<file path="config.mk">
export PLATFORM = sky130hd
export DESIGN_NAME = neuron_mac
export DESIGN_NICKNAME = d
export VERILOG_FILES = /design/src/rtl/neuron_pkg.sv /design/src/rtl/mac_lane.sv /design/src/rtl/neuron_mac.sv
export SDC_FILE = /design/constraint.sdc
export NUM_CORES = 2
export LEC_CHECK = 0
export ABC_AREA = 1
export ABC_CLOCK_PERIOD_IN_PS = 8600
export CAP_MARGIN = 20
export CORE_MARGIN = 1
export CORE_UTILIZATION = 30
export CTS_CLUSTER_DIAMETER = 30
export DETAILED_ROUTE_END_ITERATION = 7
export PLACE_DENSITY_LB_ADDON = 0.1
export SYNTH_ARGS = -nofsm -noshare
export SYNTH_HDL_FRONTEND = slang
export SYNTH_HIERARCHICAL = 1
export SYNTH_SLANG_ARGS = --single-unit
</file>
<file path="constraint.sdc">
create_clock -name clk_i -period 8.6 [get_ports clk_i]
set_input_delay 1.72 -clock clk_i [delete_from_list [all_inputs] [get_ports clk_i]]
set_output_delay 1.72 -clock clk_i [all_outputs]
set_load 0.05 [all_outputs]
</file>
<file path="src/rtl/neuron_pkg.sv">
// Shared types and helpers for the neuron MAC block: the frame FSM state
// encoding and signed saturation limits for an arbitrary word width.
package neuron_pkg;

  typedef enum logic [1:0] {
    ACCUM = 2'd0,
    BIAS  = 2'd1,
    OUT   = 2'd2
  } state_t;

  // Largest signed value representable in 'width' bits, returned 64 bits wide.
  function automatic logic signed [63:0] satMax(input int width);
    satMax = (64'sd1 <<< (width - 1)) - 64'sd1;
  endfunction

  // Smallest signed value representable in 'width' bits, returned 64 bits wide.
  function automatic logic signed [63:0] satMin(input int width);
    satMin = -(64'sd1 <<< (width - 1));
  endfunction

endpackage

</file>
<file path="src/rtl/mac_lane.sv">
// One neuron lane: signed multiply, saturating accumulate, bias add, and
// output rescale with saturation and optional ReLU. The lane result is
// combinational from the accumulator so it stays frozen while the
// accumulator is idle during back-pressure.
module mac_lane
  import neuron_pkg::*;
#(
  parameter int WORD_SIZE = 16,
  parameter int INT_BITS  = 4,
  parameter int RELU      = 1
) (
  input  logic                        i_clk,
  input  logic                        i_reset,
  input  logic                        i_clear,
  input  logic                        i_accum,
  input  logic                        i_latchBias,
  input  logic                        i_addBias,
  input  logic signed [WORD_SIZE-1:0] i_data,
  input  logic signed [WORD_SIZE-1:0] i_weight,
  input  logic signed [WORD_SIZE-1:0] i_bias,
  output logic signed [WORD_SIZE-1:0] o_result
);

  localparam int FRAC_BITS = WORD_SIZE - INT_BITS;
  localparam int ACC_W     = 2 * WORD_SIZE;
  localparam int SH_W      = ACC_W - FRAC_BITS;

  localparam logic signed [63:0] ACC_MAX64 = satMax(ACC_W);
  localparam logic signed [63:0] ACC_MIN64 = satMin(ACC_W);
  localparam logic signed [63:0] OUT_MAX64 = satMax(WORD_SIZE);
  localparam logic signed [63:0] OUT_MIN64 = satMin(WORD_SIZE);

  localparam logic signed [ACC_W-1:0]     ACC_MAX = ACC_MAX64[ACC_W-1:0];
  localparam logic signed [ACC_W-1:0]     ACC_MIN = ACC_MIN64[ACC_W-1:0];
  localparam logic signed [WORD_SIZE-1:0] OUT_MAX = OUT_MAX64[WORD_SIZE-1:0];
  localparam logic signed [WORD_SIZE-1:0] OUT_MIN = OUT_MIN64[WORD_SIZE-1:0];

  logic signed [ACC_W-1:0]     r_acc;
  logic signed [WORD_SIZE-1:0] r_bias;

  logic signed [ACC_W-1:0]     w_dataExt;
  logic signed [ACC_W-1:0]     w_weightExt;
  logic signed [ACC_W-1:0]     w_product;
  logic signed [ACC_W-1:0]     w_biasShift;
  logic signed [SH_W-1:0]      w_shifted;
  logic signed [63:0]          w_wide;
  logic signed [WORD_SIZE-1:0] w_sat;

  // Add two accumulator-width values, clamping to the rails when the
  // extra carry bit disagrees with the sign bit (signed overflow).
  function automatic logic signed [ACC_W-1:0] satAdd(
    input logic signed [ACC_W-1:0] a,
    input logic signed [ACC_W-1:0] b
  );
    logic [ACC_W:0] sum;
    sum = {a[ACC_W-1], a} + {b[ACC_W-1], b};
    if (sum[ACC_W] != sum[ACC_W-1]) begin
      satAdd = sum[ACC_W] ? ACC_MIN : ACC_MAX;
    end else begin
      satAdd = sum[ACC_W-1:0];
    end
  endfunction

  assign w_dataExt   = {{WORD_SIZE{i_data[WORD_SIZE-1]}}, i_data};
  assign w_weightExt = {{WORD_SIZE{i_weight[WORD_SIZE-1]}}, i_weight};
  assign w_product   = w_dataExt * w_weightExt;
  assign w_biasShift = {{INT_BITS{r_bias[WORD_SIZE-1]}}, r_bias, {FRAC_BITS{1'b0}}};
  assign w_shifted   = r_acc[ACC_W-1:FRAC_BITS];

  // Accumulator and latched bias; clearing on output handoff wins over
  // everything, otherwise accumulate a product or the scaled bias.
  always_ff @(posedge i_clk) begin
    if (i_reset) begin
      r_acc  <= '0;
      r_bias <= '0;
    end else begin
      if (i_clear) begin
        r_acc <= '0;
      end else if (i_accum) begin
        r_acc <= satAdd(r_acc, w_product);
      end else if (i_addBias) begin
        r_acc <= satAdd(r_acc, w_biasShift);
      end
      if (i_latchBias) begin
        r_bias <= i_bias;
      end
    end
  end

  // Drop the fraction bits, clamp to the output word range, then apply ReLU.
  always_comb begin
    w_wide = {{(64-SH_W){w_shifted[SH_W-1]}}, w_shifted};
    if (w_wide > OUT_MAX64) begin
      w_sat = OUT_MAX;
    end else if (w_wide < OUT_MIN64) begin
      w_sat = OUT_MIN;
    end else begin
      w_sat = w_shifted[WORD_SIZE-1:0];
    end
    if ((RELU != 0) && w_sat[WORD_SIZE-1]) begin
      o_result = '0;
    end else begin
      o_result = w_sat;
    end
  end

endmodule

</file>
<file path="src/rtl/neuron_mac.sv">
// Multi-lane neuron MAC: accumulates N_INPUTS products of a shared sample
// against per-lane weights, adds a per-lane bias, and presents the rescaled
// lane results with a valid/ready handshake.
module neuron_mac
  import neuron_pkg::*;
#(
  parameter int WORD_SIZE = 16,
  parameter int INT_BITS  = 4,
  parameter int N_CH      = 4,
  parameter int N_INPUTS  = 8,
  parameter int RELU      = 1
) (
  input  logic                      clk_i,
  input  logic                      reset_i,
  input  logic [WORD_SIZE-1:0]      data_i,
  input  logic [N_CH*WORD_SIZE-1:0] weight_i,
  input  logic [N_CH*WORD_SIZE-1:0] bias_i,
  input  logic                      valid_i,
  output logic                      ready_o,
  output logic [N_CH*WORD_SIZE-1:0] data_o,
  output logic                      valid_o,
  input  logic                      ready_i
);

  localparam int CNT_W = (N_INPUTS > 1) ? $clog2(N_INPUTS) : 1;
  localparam logic [CNT_W-1:0] LAST_COUNT = CNT_W'(N_INPUTS - 1);

  state_t r_state;
  state_t w_nextState;

  logic [CNT_W-1:0]          r_count;
  logic                      w_transfer;
  logic                      w_lastInput;
  logic                      w_accept;
  logic [N_CH*WORD_SIZE-1:0] w_results;

  assign w_transfer  = valid_i && ready_o;
  assign w_lastInput = (r_count == LAST_COUNT);
  assign w_accept    = valid_o && ready_i;
  assign data_o      = valid_o ? w_results : '0;

  // Frame state register.
  always_ff @(posedge clk_i) begin
    if (reset_i) begin
      r_state <= ACCUM;
    end else begin
      r_state <= w_nextState;
    end
  end

  // Next-state and handshake outputs: inputs only in ACCUM, results only in OUT.
  always_comb begin
    w_nextState = r_state;
    ready_o     = 1'b0;
    valid_o     = 1'b0;
    case (r_state)
      ACCUM: begin
        ready_o = 1'b1;
        if (w_transfer && w_lastInput) begin
          w_nextState = BIAS;
        end
      end
      BIAS: begin
        w_nextState = OUT;
      end
      OUT: begin
        valid_o = 1'b1;
        if (ready_i) begin
          w_nextState = ACCUM;
        end
      end
      default: begin
        w_nextState = ACCUM;
      end
    endcase
  end

  // Input counter: wraps to zero on the transfer that closes a frame.
  always_ff @(posedge clk_i) begin
    if (reset_i) begin
      r_count <= '0;
    end else if (w_transfer) begin
      r_count <= w_lastInput ? '0 : r_count + 1'b1;
    end
  end

  for (genvar k = 0; k < N_CH; k++) begin : g_lane
    logic [WORD_SIZE-1:0] w_laneOut;

    mac_lane #(
      .WORD_SIZE(WORD_SIZE),
      .INT_BITS (INT_BITS),
      .RELU     (RELU)
    ) u_lane (
      .i_clk      (clk_i),
      .i_reset    (reset_i),
      .i_clear    (w_accept),
      .i_accum    (w_transfer),
      .i_latchBias(w_transfer && w_lastInput),
      .i_addBias  (r_state == BIAS),
      .i_data     (data_i),
      .i_weight   (weight_i[k*WORD_SIZE +: WORD_SIZE]),
      .i_bias     (bias_i[k*WORD_SIZE +: WORD_SIZE]),
      .o_result   (w_laneOut)
    );

    assign w_results[k*WORD_SIZE +: WORD_SIZE] = w_laneOut;
  end

endmodule

</file>
# == After elaboration in Yosys (flattened, before gate mapping) ==
# Index checks and enable logic that the tools add are counted.
# totals
regBits,197
latchBits,0
mem_bits_rw,0
romBits,0
input_bits,148
elab_cells,94
memories,0
# classes
add_sub_neg,9
multipliers,4
div,0
order_cmp,8
eq_ne,13
shift,0
n_mux,43
bitwise_logic,0
n_reduce_logical,7
# ops
operator,count
32-bit 2-to-1 mux,24
32-bit by 28-bit adder with 33-bit output,4
32-bit by 32-bit adder with 33-bit output,4
16-bit by 16-bit multiplier with 32-bit output,4
16-bit 2-to-1 mux,8
"20-bit by 16-bit greater-than comparator with 1-bit output, second input constant",4
"20-bit by 16-bit less-than comparator with 1-bit output, second input constant",4
64-bit 2-to-1 mux,1
15-bit 2-to-1 mux,4
1-bit inequality test,8
2-bit one-hot mux with 3 select lines,1
2-bit 2-to-1 mux,2
"3-bit by 1-bit adder with 3-bit output, second input constant",1
"3-bit equality test, second input constant",1
1-bit logical AND,3
3-bit 2-to-1 mux,1
"2-bit by 1-bit equality test with 1-bit output, second input constant",1
"2-bit equality test, second input constant",1
2-bit zero test,1
1-bit 2-to-1 mux,2
"2-bit by 1-bit inequality test with 1-bit output, second input constant",1
"2-bit inequality test, second input constant",1
2-bit AND reduction,1
2-bit nonzero test,1
2-bit OR reduction,1

# == Logic depth before layout (Yosys ltp) ==
# logic_depth
word_depth,6
depth_mapped,34
ltp_nobuf,31

# == Cells and area by module ==
# Netlist, hierarchy kept.
# modules_own_cells
module,n_inst,cells_each,area_per_inst_um2
mac_lane (g_lane[1].u_lane ...),2,2162,15577.4
mac_lane (g_lane[0].u_lane),1,2161,15730.1
mac_lane (g_lane[3].u_lane),1,2151,15685.0
neuron_mac,1,173,808.3

# == Worst setup path after synthesis ==
# No wires, ideal clock.
# synth_timing
path_type,input to register
startpoint,in weight_i[6]
endpoint,reg g_lane[0].u_lane.r_acc[21]
setup_ps,109
arrival_time_ps,7553
required_time_ps,8491
setup_slack_ps,938
cell_stages,30
path_buffers,3
cell_sequence,clkbuf_1 > clkbuf_1 > nand2_1 > fa_1 > fa_1 > inv_1 > fa_1 > inv_1 > fa_1 > inv_1 > fa_1 > inv_1 > fa_1 > inv_1 > ha_1 > nand2_1 > nor2_1 > nand2_1 > nand3_1 > a21oi_1 > nand2_2 > nand2_2 > nand2_2 > nand3_4 > nand2_4 > inv_4 > buf_8 > nand3_2 > nand2_1 > inv_1
# synth_between
elab_chain_len,5
# synth_rtl
item,line_no,rtl
"start, declared",neuron_mac.sv:16,"input logic [N_CH*WORD_SIZE-1:0] weight_i,"
16-bit by 16-bit multiplier with 32-bit output *,mac_lane.sv:66,assign w_product = w_dataExt * w_weightExt;
32-bit by 32-bit adder with 33-bit output *,mac_lane.sv:56,"sum = {a[ACC_W-1], a} + {b[ACC_W-1], b};"
32-bit 2-to-1 mux or 1-bit inequality test (tied branches),"mac_lane.sv:58, mac_lane.sv:57",
32-bit 2-to-1 mux *,mac_lane.sv:57,if (sum[ACC_W] != sum[ACC_W-1]) begin
32-bit 2-to-1 mux *,mac_lane.sv:79,end else if (i_accum) begin
"end signal, assigned",mac_lane.sv:80,"r_acc <= satAdd(r_acc, w_product);"
"end signal, assigned",mac_lane.sv:82,"r_acc <= satAdd(r_acc, w_biasShift);"
"end, declared",mac_lane.sv:38,logic signed [ACC_W-1:0] r_acc;
# Every way passes the cells marked *; elsewhere a longest branch is shown, timed or not.
# A chain may end at the register's enable or synchronous reset.

# == Worst setup path in the final report ==
# layout_timing
startpoint,in weight_i[14]
endpoint,reg g_lane[0].u_lane.r_acc[15]
# Same word-level chain as after synthesis.

==> results.toml <==
[sta]
finalCritPeriodShare = 0.922
tightest_slew_ps = 988
finalClockSkew_ps = 29.3
slew_viol_final = 0
finalHoldViolCount = 0
maxClockFrequency_mhz = 126
min_period_ps = 7930
tns_ps = 0
finalSetupViolations = 0
rsz0062_at_grt = "no"
relSlewSlack = 0.341

[yosys]
yosysWarnings = 6
synth_ff_type = "dfxtp_1"
synth_top_family_by_area = "adder cells"
synthArstFlopShare = 0
ys_seq_area_frac = 0.0622
synth.ff_latch_count = 197
syn_inst = 8809
postSynthAreaPerCell_um2 = 7.19
synthTopCellsByArea = "fa_1 38%, inv_1 14%, nand2_1 13%, ha_1 9.7%, dfxtp_1 6.2%"
synth_nets = 10600
syn-cell-area_mm2 = 0.0634
synth_xor_xnor_area_share = 0.0152
post_synth_fa_ha_maj_area_fraction = 0.476
synth_edf_count = 0
synth_most_common_cell = "inv_1"
synthDominantCellAreaShare = 0.379
yosysTopAreaCell = "fa_1"
synth.distinct_cells = 52
yosys.area_share.simple = 0.227
synthMuxAreaShare = 0
synth_compound_gate_area_share = 0.0531
yosys-top-cells-count = "2383 x inv_1, 2277 x nand2_1, 1200 x fa_1, 567 x nor2_1, 490 x ha_1"

[final_layout]
final-seq-area_mm2 = 0.00394
stdcell_count = 11700
areaGrowthSynthToFinish_pct = 9.80
multi_input_area_mm2 = 0.0489
fillers = 23100
drive_gt1_frac = 0.0519
nets = 10700

[critical_path]
criticalPathCategory = "in -> reg"
end_kind = "flop"
critPathArrivalTime_ps = 8460
crit_required_ps = 9130
crit_fanout = 16
cp-start-kind = "primary input"

[clock_network]
cts_made_buffers = 17
cts_buffer_depth = 2
cts_tree = "done"
cts_hold_buf = 0
clock_sinks = 197
post_cts_buffers = 0
post_cts_resized = 0
clk_pin_slew_ps = 80
cts_max_level = 4
root_buffer = "clkbuf_16"
clkLatencyLatePin_ps = 590

[grt]
grt_pass1_wl_um = 326000
grtUsageTotal = 0.198
grt_pass1_vias = 55900
antenna_found_initial = 11
grt_overflow = 0
grt_max_degree = 50

[hold_path]
worst_hold_path_type = "reg -> reg"

[drt]
ant_nets = 0
drcViolationCount = 0
vias_per_cell = 4.49
detail_route.wl_per_cell_um = 17.5
vias = 52500
drtIter0Drc = 2809
drtPass1Iterations = 7
drt_wl_total_um = 204000

[floorplan]
core_mm2 = 0.210
rows = 168
die_x_um = 462
die_h_um = 462
boundaryPins = 214
initial_core_util = 0.302
die-area_mm2 = 0.213

[placement]
gp_congestion = 0.908
dp.cells = 11700
hpwlAfterDp_um = 178000
io_buffers = 209

[job]
drv_cap = 0

[status]
status = "finished clean"
per-stage QoR:
| stage | utilization | instance area [um2] | setup slack (ps) | hold WS (ps) |
|---|---|---|---|---|
| after detailed placement | 0.329 | 69000 | 75.8 | 463 |
| final | 0.332 | 69600 | 669 | 474 |
| after global routing | 0.332 | 69600 | 284 | 488 |
| after global placement | 0.329 | 69000 | 95.3 | 460 |
| after CTS | 0.332 | 69600 | 704 | 476 |
| after floorplan | - | 63400 | 938 | 445 |
final timing paths:
path | slack, ps | cells past startpoint | end | from
setup reg to reg | 2870 | 25 | g_lane[0].u_lane/r_acc[15]$_SDFFE_PP0P_ | g_lane[0].u_lane/r_acc[15]$_SDFFE_PP0P_
hold reg to reg | 470 | 2 | g_lane[3].u_lane/r_bias[9]$_SDFFE_PP0P_ | g_lane[3].u_lane/r_bias[9]$_SDFFE_PP0P_
setup / recovery | 670 | 25 | g_lane[0].u_lane/r_acc[15]$_SDFFE_PP0P_ | weight_i[14]
hold / removal | 470 | 2 | g_lane[3].u_lane/r_bias[9]$_SDFFE_PP0P_ | g_lane[3].u_lane/r_bias[9]$_SDFFE_PP0P_
critical path: stages:
cell             delay, ps
clkdlybuf4s50_1        990
nand2_1                110
inv_1                  110
fa_1                   460
fa_1                   530
fa_1                   520
fa_1                   540
fa_1                   570
inv_1                   60
fa_1                   540
inv_1                   50
ha_1                   390
a21oi_1                250
nand2_1                140
nand2_1                 80
nand2_1                 80
a21oi_1                280
nand2_2                100
nand2_1                 80
nand2_2                 80
nand2_2                240
nand2_1                200
nor2_1                 180
nor2_1                  70
nor2_1                  80
per-layer routing:
| metal | vias up | wire length (um) | track usage |
|---|---|---|---|
| met5 | - | 27 | 0 |
| met4 | 4 | 3390 | 0.0365 |
| met3 | 120 | 5420 | 0.0154 |
| met2 | 751 | 98100 | 0.337 |
| met1 | 26000 | 97200 | 0.275 |
| li1 | 25600 | - | - |
placed cells by master, fill, tap and decap left out, types with 18 or more instances in the layout:
cell,synthesis,layout
inv_1,2383,2382
nand2_1,2277,2277
fa_1,1200,1200
nor2_1,567,564
ha_1,490,490
a21oi_1,311,311
nand3_1,296,296
o21ai_0,204,204
dfxtp_1,197,197
clkdlybuf4s50_1,0,192
buf_4,9,163
nand2_2,73,73
xor2_1,67,67
nand4_1,62,62
xnor2_1,43,43
nand3_2,31,31
o21bai_1,31,31
nor3_1,30,30
nor2_2,25,27
or2_2,26,26
a21oi_2,26,26
buf_12,0,21
a21o_1,19,19
nand3b_1,18,18
registers in the layout, summed over array words and instances (netlist names):
signal                flops
g_lane.u_lane/r_bias     64
r_state                   2
r_count                   3
g_lane.u_lane/r_acc     128
kinds of logic after synthesis:
kind of cell | Yosys count
compound gates | 615
xor+xnor | 110
fa+ha+maj | 1690
buf+inv | 2748
flops | 197
other cells | 4
simple gates | 3445
final cells by class:
type / instances / share of cell area
Multi-Input combinational cell: 5864 / 0.703
Inverter: 2409 / 0.130
Antenna cell: 2 / 0.0000719
Sequential cell: 197 / 0.0567
Clock buffer: 17 / 0.00611
Clock inverter: 15 / 0.00237
Timing Repair Buffer: 378 / 0.0514
Tap cell: 2805 / 0.0504
Power is not shown: default switching activity piles up to over one toggle a cycle in this logic, so the estimate is an artifact.
